===== src/rtl/ifetch_line_ctrl_pkg.sv =====
// ifetchPkg: shared types and constants for the single-line instruction
// fetch controller.
//   ifetch_state_t : controller FSM states (EMPTY, READY, REFILL)
//   NOP            : instruction returned whenever the line does not hit
package ifetchPkg;

  typedef enum logic [1:0] {
    EMPTY  = 2'd0,
    READY  = 2'd1,
    REFILL = 2'd2
  } ifetch_state_t;

  // addi x0, x0, 0
  localparam logic [31:0] NOP = 32'h00000013;

endpackage


===== src/rtl/ifetch_linebuf.sv =====
// ifetch_linebuf: lineWords x 32-bit storage for the fetch line.
//   clock : write clock
//   wen   : write enable, word waddr is loaded with wdata on the rising edge
//   waddr : word index to write
//   wdata : write data
//   raddr : word index to read
//   rdata : combinational read data (hits must be served in the same cycle)
module ifetch_linebuf #(
  parameter int lineWords = 4,
  localparam int AW = $clog2(lineWords)
) (
  input  logic          clock,
  input  logic          wen,
  input  logic [AW-1:0] waddr,
  input  logic [31:0]   wdata,
  input  logic [AW-1:0] raddr,
  output logic [31:0]   rdata
);

  logic [31:0] words_reg [lineWords];

  // Contents carry no reset: validity is tracked by the controller.
  always_ff @(posedge clock) begin
    if (wen) begin
      words_reg[waddr] <= wdata;
    end
  end

  assign rdata = words_reg[raddr];

endmodule


===== src/rtl/ifetch_line_ctrl.sv =====
// ifetch_line_ctrl: single-line instruction fetch controller.
// Serves fetches combinationally from one aligned line; on a miss it stalls
// the PC and refills the line word by word over a req/ack handshake.
//   clock, nReset : rising-edge clock, asynchronous active-low reset
//   ProgAddr      : fetch address from the PC (bits [1:0] ignored)
//   FlushLine     : invalidate the line (sampled on the clock edge)
//   Instruction   : fetched word on a hit, NOP otherwise
//   InsValid      : Instruction is valid for ProgAddr this cycle
//   InsCacheStall : PC stall, always !InsValid
//   MemReq/MemAddr: registered word read request and word-aligned address
//   MemAck/MemData: read acknowledge with same-cycle data
module ifetch_line_ctrl
  import ifetchPkg::*;
#(
  parameter int dataW     = 32,
  parameter int lineWords = 4
) (
  input  logic             clock,
  input  logic             nReset,
  input  logic [dataW-1:0] ProgAddr,
  input  logic             FlushLine,
  output logic [31:0]      Instruction,
  output logic             InsValid,
  output logic             InsCacheStall,
  output logic             MemReq,
  output logic [dataW-1:0] MemAddr,
  input  logic             MemAck,
  input  logic [31:0]      MemData
);

  localparam int OFFW = $clog2(lineWords);
  localparam int TAGW = dataW - OFFW - 2;
  localparam logic [OFFW-1:0] CNT_LAST = OFFW'(lineWords - 1);

  ifetch_state_t    state_reg,      state_next;
  logic             line_valid_reg, line_valid_next;
  logic [TAGW-1:0]  line_tag_reg,   line_tag_next;
  logic [OFFW-1:0]  cnt_reg,        cnt_next;
  logic [TAGW-1:0]  fill_tag_reg,   fill_tag_next;
  logic             flush_pend_reg, flush_pend_next;
  logic             mem_req_reg,    mem_req_next;
  logic [dataW-1:0] mem_addr_reg,   mem_addr_next;

  logic [OFFW-1:0]  offset;
  logic [TAGW-1:0]  tag;
  logic             hit;
  logic             buf_wen;
  logic [31:0]      buf_rdata;
  logic             unused_addr_bits;

  assign offset           = ProgAddr[OFFW+1:2];
  assign tag              = ProgAddr[dataW-1:OFFW+2];
  assign unused_addr_bits = ^ProgAddr[1:0];

  assign hit           = (state_reg == READY) && line_valid_reg && (tag == line_tag_reg);
  assign InsValid      = hit;
  assign InsCacheStall = !hit;
  assign Instruction   = hit ? buf_rdata : NOP;
  assign MemReq        = mem_req_reg;
  assign MemAddr       = mem_addr_reg;

  ifetch_linebuf #(.lineWords(lineWords)) u_linebuf (
    .clock (clock),
    .wen   (buf_wen),
    .waddr (cnt_reg),
    .wdata (MemData),
    .raddr (offset),
    .rdata (buf_rdata)
  );

  always_ff @(posedge clock or negedge nReset) begin
    if (!nReset) begin
      state_reg      <= EMPTY;
      line_valid_reg <= 1'b0;
      line_tag_reg   <= '0;
      cnt_reg        <= '0;
      fill_tag_reg   <= '0;
      flush_pend_reg <= 1'b0;
      mem_req_reg    <= 1'b0;
      mem_addr_reg   <= '0;
    end else begin
      state_reg      <= state_next;
      line_valid_reg <= line_valid_next;
      line_tag_reg   <= line_tag_next;
      cnt_reg        <= cnt_next;
      fill_tag_reg   <= fill_tag_next;
      flush_pend_reg <= flush_pend_next;
      mem_req_reg    <= mem_req_next;
      mem_addr_reg   <= mem_addr_next;
    end
  end

  always_comb begin
    state_next      = state_reg;
    line_valid_next = line_valid_reg;
    line_tag_next   = line_tag_reg;
    cnt_next        = cnt_reg;
    fill_tag_next   = fill_tag_reg;
    flush_pend_next = flush_pend_reg;
    mem_req_next    = mem_req_reg;
    mem_addr_next   = mem_addr_reg;
    buf_wen         = 1'b0;

    unique case (state_reg)
      EMPTY, READY: begin
        if (FlushLine) begin
          // Flush wins over a miss; the refill starts on the following edge.
          state_next      = EMPTY;
          line_valid_next = 1'b0;
        end else if (!hit) begin
          state_next      = REFILL;
          fill_tag_next   = tag;
          cnt_next        = '0;
          line_valid_next = 1'b0;
          mem_req_next    = 1'b1;
          mem_addr_next   = {tag, {OFFW{1'b0}}, 2'b00};
        end
      end
      REFILL: begin
        // The fill is never redirected; a flush only poisons its result.
        if (FlushLine) begin
          flush_pend_next = 1'b1;
        end
        if (MemAck) begin
          buf_wen  = 1'b1;
          cnt_next = cnt_reg + OFFW'(1);
          if (cnt_reg == CNT_LAST) begin
            state_next      = READY;
            line_tag_next   = fill_tag_reg;
            line_valid_next = !flush_pend_reg && !FlushLine;
            flush_pend_next = 1'b0;
            mem_req_next    = 1'b0;
          end else begin
            mem_addr_next = {fill_tag_reg, cnt_reg + OFFW'(1), 2'b00};
          end
        end
      end
      default: begin
        state_next = EMPTY;
      end
    endcase
  end

endmodule

===== config.mk =====
export PLATFORM = sky130hd
export DESIGN_NAME = ifetch_line_ctrl
export DESIGN_NICKNAME = d
export VERILOG_FILES = /design/src/rtl/ifetch_line_ctrl_pkg.sv /design/src/rtl/ifetch_linebuf.sv /design/src/rtl/ifetch_line_ctrl.sv
export SDC_FILE = /design/constraint.sdc
export NUM_CORES = 1
export LEC_CHECK = 0
export BUFFER_PORTS_ARGS = -buffer_cell sky130_fd_sc_hd__clkbuf_2
export CAP_MARGIN = 20
export CORE_MARGIN = 10
export CORE_UTILIZATION = 57
export CTS_CLUSTER_DIAMETER = 200
export DETAILED_ROUTE_END_ITERATION = 10
export GPL_ROUTABILITY_DRIVEN = 0
export PLACE_DENSITY_LB_ADDON = 0.05
export RECOVER_POWER = 100
export SYNTH_ARGS = -nofsm -noshare
export SYNTH_HDL_FRONTEND = slang
export SYNTH_HIERARCHICAL = 1
export SYNTH_SLANG_ARGS = --single-unit

===== constraint.sdc =====
create_clock -name clock -period 5.2 [get_ports clock]
set_input_delay 1.04 -clock clock [delete_from_list [all_inputs] [get_ports clock]]
set_output_delay 1.04 -clock clock [all_outputs]
set_load 0.005 [all_outputs]

==> out/metrics.csv, run 1 <==
stage,metric,value,unit
critical_path,reg2regPathDepth,7,
finish,areaGrowthSynthToFinish,14.7,%
power_and_ir_drop,peakVddDrop,0.316,mV
status,violations,"max-capacitance violations, max-slew violations",
route,first_pass_iters,4,
logic_synthesis,synth_compound_area_share,5.11,%
logic_synthesis,ys_seq_elements,221,
route,drt_iter0_markers,361,
power_and_ir_drop,power_density,526,nW/um^2
worst_hold_path,holdCritStartpoint,fill_tag_reg[8],
logic_synthesis,yosys_warnings,6,
logic_synthesis,syn_area,9090,um^2
clock_tree,cts_buffers,23,
clock_tree,cts-hold-fix-buffers,0,
logic_synthesis,synth_top_family_by_area,multiplexers,
clock_tree,postCtsSetupRepairBufs,0,
route,drc,0,
place,port_buffers,130,
finish,final_core_util,66.1,%
timing,rsz0062_at_grt,no,
clock_tree,cts-resized-gates,0,
timing,relSlewSlack,-90.8,%
clock_tree,cts_root_buf,clkbuf_16,
finish,fillers,1239,
finish,fin_nets,796,
finish,fin_area,10400,um^2
finish,final_cell_mix,"128 x edfxtp_1, 111 x clkbuf_1, 93 x dfrtp_1",
critical_path,cp_max_fo,27,
place,hpwl,12.6,mm
logic_synthesis,synth_seq_area_share,67.9,%
clock_tree,clkSlewWorstSetupHoldPaths,0.06,ns
logic_synthesis,synthCells,599,
floorplan,fp.dieH,146,um
logic_synthesis,synth_edf_count,128,
critical_path,required,5.57,ns
global_routing,grt_pass1_wl,31.9,mm
global_routing,grt_usage,18.5,%
logic_synthesis,synth_xor_area_share,2.70,%
timing,slew_violations,228,
clock_tree,htree_levels,1,
finish,layout-drive-gt1-share,13.4,%
logic_synthesis,avgSynthCellArea,15.2,um^2
clock_tree,insertion_delay,0.51,ns
worst_hold_path,min_path_type,flop to flop,
critical_path,worstPathCellList,"clkbuf_1, xnor2_1, nand4_1, nor4_4, buf_4, a21boi_0, buf_16, mux2_1",
timing,setup_viol,0,
worst_hold_path,hold_depth,2,
route,via_count,5439,
job,max_cap_viol_count,7,
floorplan,rows,46,
timing,hold_viol,0,
critical_path,worstReg2RegEnd,fill_tag_reg[17],
floorplan,die_w,146,um
route,via_per_inst,5.67,
timing,timing.hold.ws,0.481,ns
floorplan,ios,135,
global_routing,grt_pass1_vias,5844,
timing,worstMarginPinSlew,2.84,ns
critical_path,crit_buf_inv,3,
finish,largest_reg_flops,128,
timing,tns,0,ns
place,place_area,9930,um^2
critical_path,arrival,4.59,ns
global_routing,gr-total-overflow,0,
global_routing,antenna_found_initial,1,
global_routing,grt_max_degree,50,
critical_path,crit_slowest_cell,a21boi_0,
timing,post-route-period-util,81.1,%
floorplan,dieArea,21400,um^2
finish,multi_input_area,2670,um^2
timing,period_minus_slack,4.22,ns
worst_hold_path,whs_endpoint,line_tag_reg[8],
finish,ff_latch_area,6170,um^2
logic_synthesis,synthSimpleGateAreaFrac,9.74,%
logic_synthesis,synthAdderAreaFrac,0.138,%
finish,final_common_cell,edfxtp_1,
timing,max_freq,237,MHz
critical_path,worst_setup_path_end_kind,flop,
critical_path,crit_family,compound AO/OA/AOI/OAI gates,
status,status,finished with violations,
route,ant_nets,0,
clock_tree,cts_tree,built,
timing,skew,0.0118,ns
finish,diodes,0,
route,post_drt_wl_per_cell,20.9,um
logic_synthesis,synth_cell_types,41,
critical_path,r2r-start,line_tag_reg[18],
floorplan,start_util,57.6,%
critical_path,worst_setup_path_start_kind,input pin,
route,wl,20.0,mm
clock_tree,cts.sinks,221,
logic_synthesis,synth_top_flop_cell,edfxtp_1,
floorplan,core_area,15800,um^2
logic_synthesis,ys_async_sr_fraction,42.1,%
critical_path,criticalPathCategory,input pin to flop,
power_and_ir_drop,leakage,4.02,nW
critical_path,reg2reg_setup_slack,1.28,ns
clock_tree,clockBufferDepth,3,
critical_path,slowest_delay,2.14,ns
logic_synthesis,synthMuxAreaShare,11.7,%
stage by stage:
step | std cells | setup WS, ns | power [mW]
final | 960 | 0.985 | 5.49
after global routing | 960 | 0.780 | 5.81
after CTS | 960 | 1.12 | 5.59
after detailed placement | 918 | 1.13 | 4.10
after global placement | 917 | 1.10 | 4.01
after floorplan | 600 | 1.07 | 3.56
area by class of cell:
type / instances / area share (%)
Clock inverter: 7 / 0.348
Clock buffer: 35 / 6.14
Timing Repair Buffer: 142 / 5.99
Sequential cell: 221 / 59.2
Tap cell: 216 / 2.59
Multi-Input combinational cell: 334 / 25.6
Inverter: 5 / 0.180
worst max-delay path by stage:
stage / from / to / slack (ns) / depth (start not counted)
4_1_cts: ProgAddr[23] / Instruction[24] / 1.12 / 7
2_1_floorplan: MemAck / u_linebuf/words_reg[0][0] / 1.07 / 3
3_5_place_dp: ProgAddr[23] / Instruction[24] / 1.13 / 7
6_report: ProgAddr[22] / fill_tag_reg[17] / 0.98 / 8
3_3_place_gp: ProgAddr[23] / Instruction[24] / 1.10 / 7
5_1_grt: ProgAddr[22] / fill_tag_reg[17] / 0.78 / 8
synth_stat cells, drive strengths merged, types with 6 or more instances:
cell type / n / area [um^2]
a2bb2oi: 28 / 245
and3: 30 / 188
buf: 13 / 125
clkbuf: 27 / 101
dfrtp: 93 / 2330
edfxtp: 128 / 3840
mux2: 28 / 315
mux4: 32 / 728
nand2: 87 / 327
nand4: 6 / 37.5
nor2: 6 / 22.5
o21ai: 30 / 150
or3: 28 / 175
xnor2: 28 / 245
cells by family after synthesis:
kind of cell    after synthesis
fa+ha+maj                     1
compound gates               68
flops                       221
xor+xnor                     28
other cells                   1
simple gates                173
buf+inv                      45
mux                          62
layer usage:
metal  up-vias  wire length [um]  GRT usage (%)
li1       2487                 -              -
met1      2757              8140           23.6
met2       155              9960           30.3
met3        38              1420           5.13
met4         2               475           5.46
met5         -                17              0
power by group:
part / leakage [nW] / internal (mW) / switching [mW]
clock: 0.327 / 0.849 / 0.627
sequential: 2.26 / 2.39 / 0.258
combinational: 1.43 / 0.620 / 0.744
total: 4.02 / 3.86 / 1.63
worst reg2reg max path, delay by kind of cell, from the launching register on:
| kind | cells | cell delay, ns |
|---|---|---|
| AOI/OAI and AO/OA | 1 | 2.14 |
| xor gates and xnor gates | 1 | 0.17 |
| buffers and inverters | 2 | 0.46 |
| DFF | 1 | 0.40 |
| muxes | 1 | 0.35 |
| and+or+nand+nor | 2 | 0.29 |
No activity file was read; power rests on OpenSTA's default activity.
==> inputs of run 2 (changes only) <==
==> constraint.sdc (replaced) <==
create_clock -name clock -period 4.1 [get_ports clock]
set_input_delay 0.82 -clock clock [delete_from_list [all_inputs] [get_ports clock]]
set_output_delay 0.82 -clock clock [all_outputs]
set_load 0.005 [all_outputs]
==> run 2 against run 1 <==
Compared with the run above:
- via count grew 0.88%
- critical path type is now input pin to output pin
- global-route usage rose by 0.23 points
- worst setup slack got worse by 0.56 ns
- the flow still finishes with violations (max-capacitance violations, max-slew violations)
==> out/metrics.csv, run 2 (synthesized netlist as in run 1, its figures left out) <==
stage,metric,value,unit,change
timing,slew_violations,258,,+13%
route,wl,20.3,mm,+1.7%
place,port_buffers,130,,unchanged
floorplan,dieArea,21400,um^2,unchanged
route,first_pass_iters,5,,+1
floorplan,ios,135,,unchanged
timing,relSlewSlack,-39.9,%,+51 points
critical_path,required,3.28,ns,-2.29 ns
global_routing,grt_max_degree,81,,+62%
finish,layout-drive-gt1-share,14.7,%,+1.2 points
finish,final_core_util,66.7,%,+0.62 points
clock_tree,clockBufferDepth,3,,unchanged
global_routing,grt_pass1_vias,5810,,-0.58%
critical_path,arrival,2.86,ns,-1.73 ns
clock_tree,cts.sinks,221,,unchanged
clock_tree,cts-hold-fix-buffers,0,,unchanged
finish,final_cell_mix,"128 x edfxtp_1, 102 x clkbuf_1, 93 x dfrtp_1",,
global_routing,antenna_found_initial,1,,unchanged
place,placedCellCount,921,,+0.33%
critical_path,reg2regPathDepth,8,,+1
floorplan,die_w,146,um,unchanged
clock_tree,cts_tree,built,,
job,max_cap_viol_count,7,,unchanged
critical_path,criticalPathCategory,input pin to output pin,,
timing,skew,0.00622,ns,-0.00554 ns
timing,rsz0062_at_grt,no,,
global_routing,gr-total-overflow,0,,unchanged
clock_tree,htree_levels,1,,unchanged
route,via_per_inst,5.71,,+0.78%
floorplan,start_util,57.6,%,unchanged
clock_tree,insertion_delay,0.49,ns,-0.02 ns
route,drc,0,,unchanged
timing,setup_viol,0,,unchanged
floorplan,rows,46,,unchanged
route,via_count,5487,,+0.88%
status,violations,"max-capacitance violations, max-slew violations",,
finish,fin_nets,799,,+0.38%
clock_tree,postCtsSetupRepairBufs,0,,unchanged
critical_path,cp_max_fo,33,,+22%
clock_tree,clkSlewWorstSetupHoldPaths,0.06,ns,about the same
finish,areaGrowthSynthToFinish,15.8,%,
status,status,finished with violations,,
clock_tree,cts_root_buf,clkbuf_16,,
floorplan,core_area,15800,um^2,unchanged
finish,largest_reg_flops,128,,unchanged
worst_hold_path,min_path_type,flop to flop,,
timing,period_minus_slack,3.68,ns,
power_and_ir_drop,peakVddDrop,0.378,mV,+20%
floorplan,fp.dieH,146,um,unchanged
clock_tree,cts-resized-gates,0,,unchanged
critical_path,worst_setup_path_end_kind,output pin,,
power_and_ir_drop,leakage,4.08,nW,+1.5%
power_and_ir_drop,total_power,7.10,mW,+29%
timing,max_freq,272,MHz,
global_routing,grt_usage,18.7,%,+0.23 points
timing,hold_viol,0,,unchanged
global_routing,grt_pass1_wl,32.4,mm,+1.6%
finish,stdcell_count,961,,+0.10%
route,ant_nets,0,,unchanged
clock_tree,cts_buffers,23,,unchanged
power_and_ir_drop,power_density,675,nW/um^2,+28%
route,post_drt_wl_per_cell,21.2,um,+1.6%
route,drt_iter0_markers,287,,-20%
timing,worstMarginPinSlew,2.10,ns,-0.738 ns
timing,tns,0,ns,unchanged
finish,final_common_cell,edfxtp_1,,
worst_hold_path,hold_depth,2,,unchanged
critical_path,worst_setup_path_start_kind,input pin,,
timing,post-route-period-util,89.7,%,
place,hpwl,12.8,mm,+1.1%
[run 2: cell types whose count changed in the layout (fill, tap and decap cells not counted), sizes merged]
cell	change
buf	+2
clkinvlp	+1
diode	+1
clkinv	+3
clkbuf	-7
bufinv	+3
inv	-2
[run 2: report_power, final]
group	internal, mW	switching (mW)	total (mW)
sequential	3.03	0.330	3.36
combinational	0.788	0.956	1.74
clock	1.21	0.788	2.00
total	5.03	2.07	7.10
[run 2: area by class of cell]
cell class	instances	area (um^2)
Sequential cell	221	6170
Fill cell	1220	5250
Multi-Input combinational cell	334	2690
Timing Repair Buffer	145	657
Clock buffer	27	591
Tap cell	216	270
Clock inverter	12	130
Inverter	5	18.8
Antenna cell	1	2.50
[run 2: worst paths after layout]
check	to	slack, ns	startpoint
max	Instruction[24]	0.42	ProgAddr[4]
min	line_tag_reg[5]	0.48	fill_tag_reg[5]
max reg2reg	fill_tag_reg[6]	0.62	line_tag_reg[18]
min reg2reg	line_tag_reg[5]	0.48	fill_tag_reg[5]
max in group asynchronous	MemAddr[9]	1.72	nReset
min in group asynchronous	MemAddr[26]	0.88	nReset
[run 2: worst max-delay path: stages]
cell and delay, ns:
clkbuf_1 0.14, xnor2_1 0.29, nand4_1 0.19, nor4_4 0.33
clkbuf_2 0.64, and3_1 0.26, clkbuf_1 0.18
[run 2: stage by stage]
step	hold slack, ns	setup WS [ns]	cell area (um^2)
global placement	0.460	0.673	9940
detailed placement	0.473	0.711	9970
CTS	0.483	0.687	10700
floorplan	0.447	0.194	9090
global route	0.512	0.297	10500
finish	0.480	0.421	10500
[run 2: metal layers]
metal / GRT usage, % / up-vias / part of all wire, %
met4: 4.55 / 0 / 1.4
met5: 0 / - / 0
met3: 4.67 / 27 / 7.6
met2: 31.4 / 168 / 50
li1: - / 2494 / -
met1: 24.0 / 2798 / 41
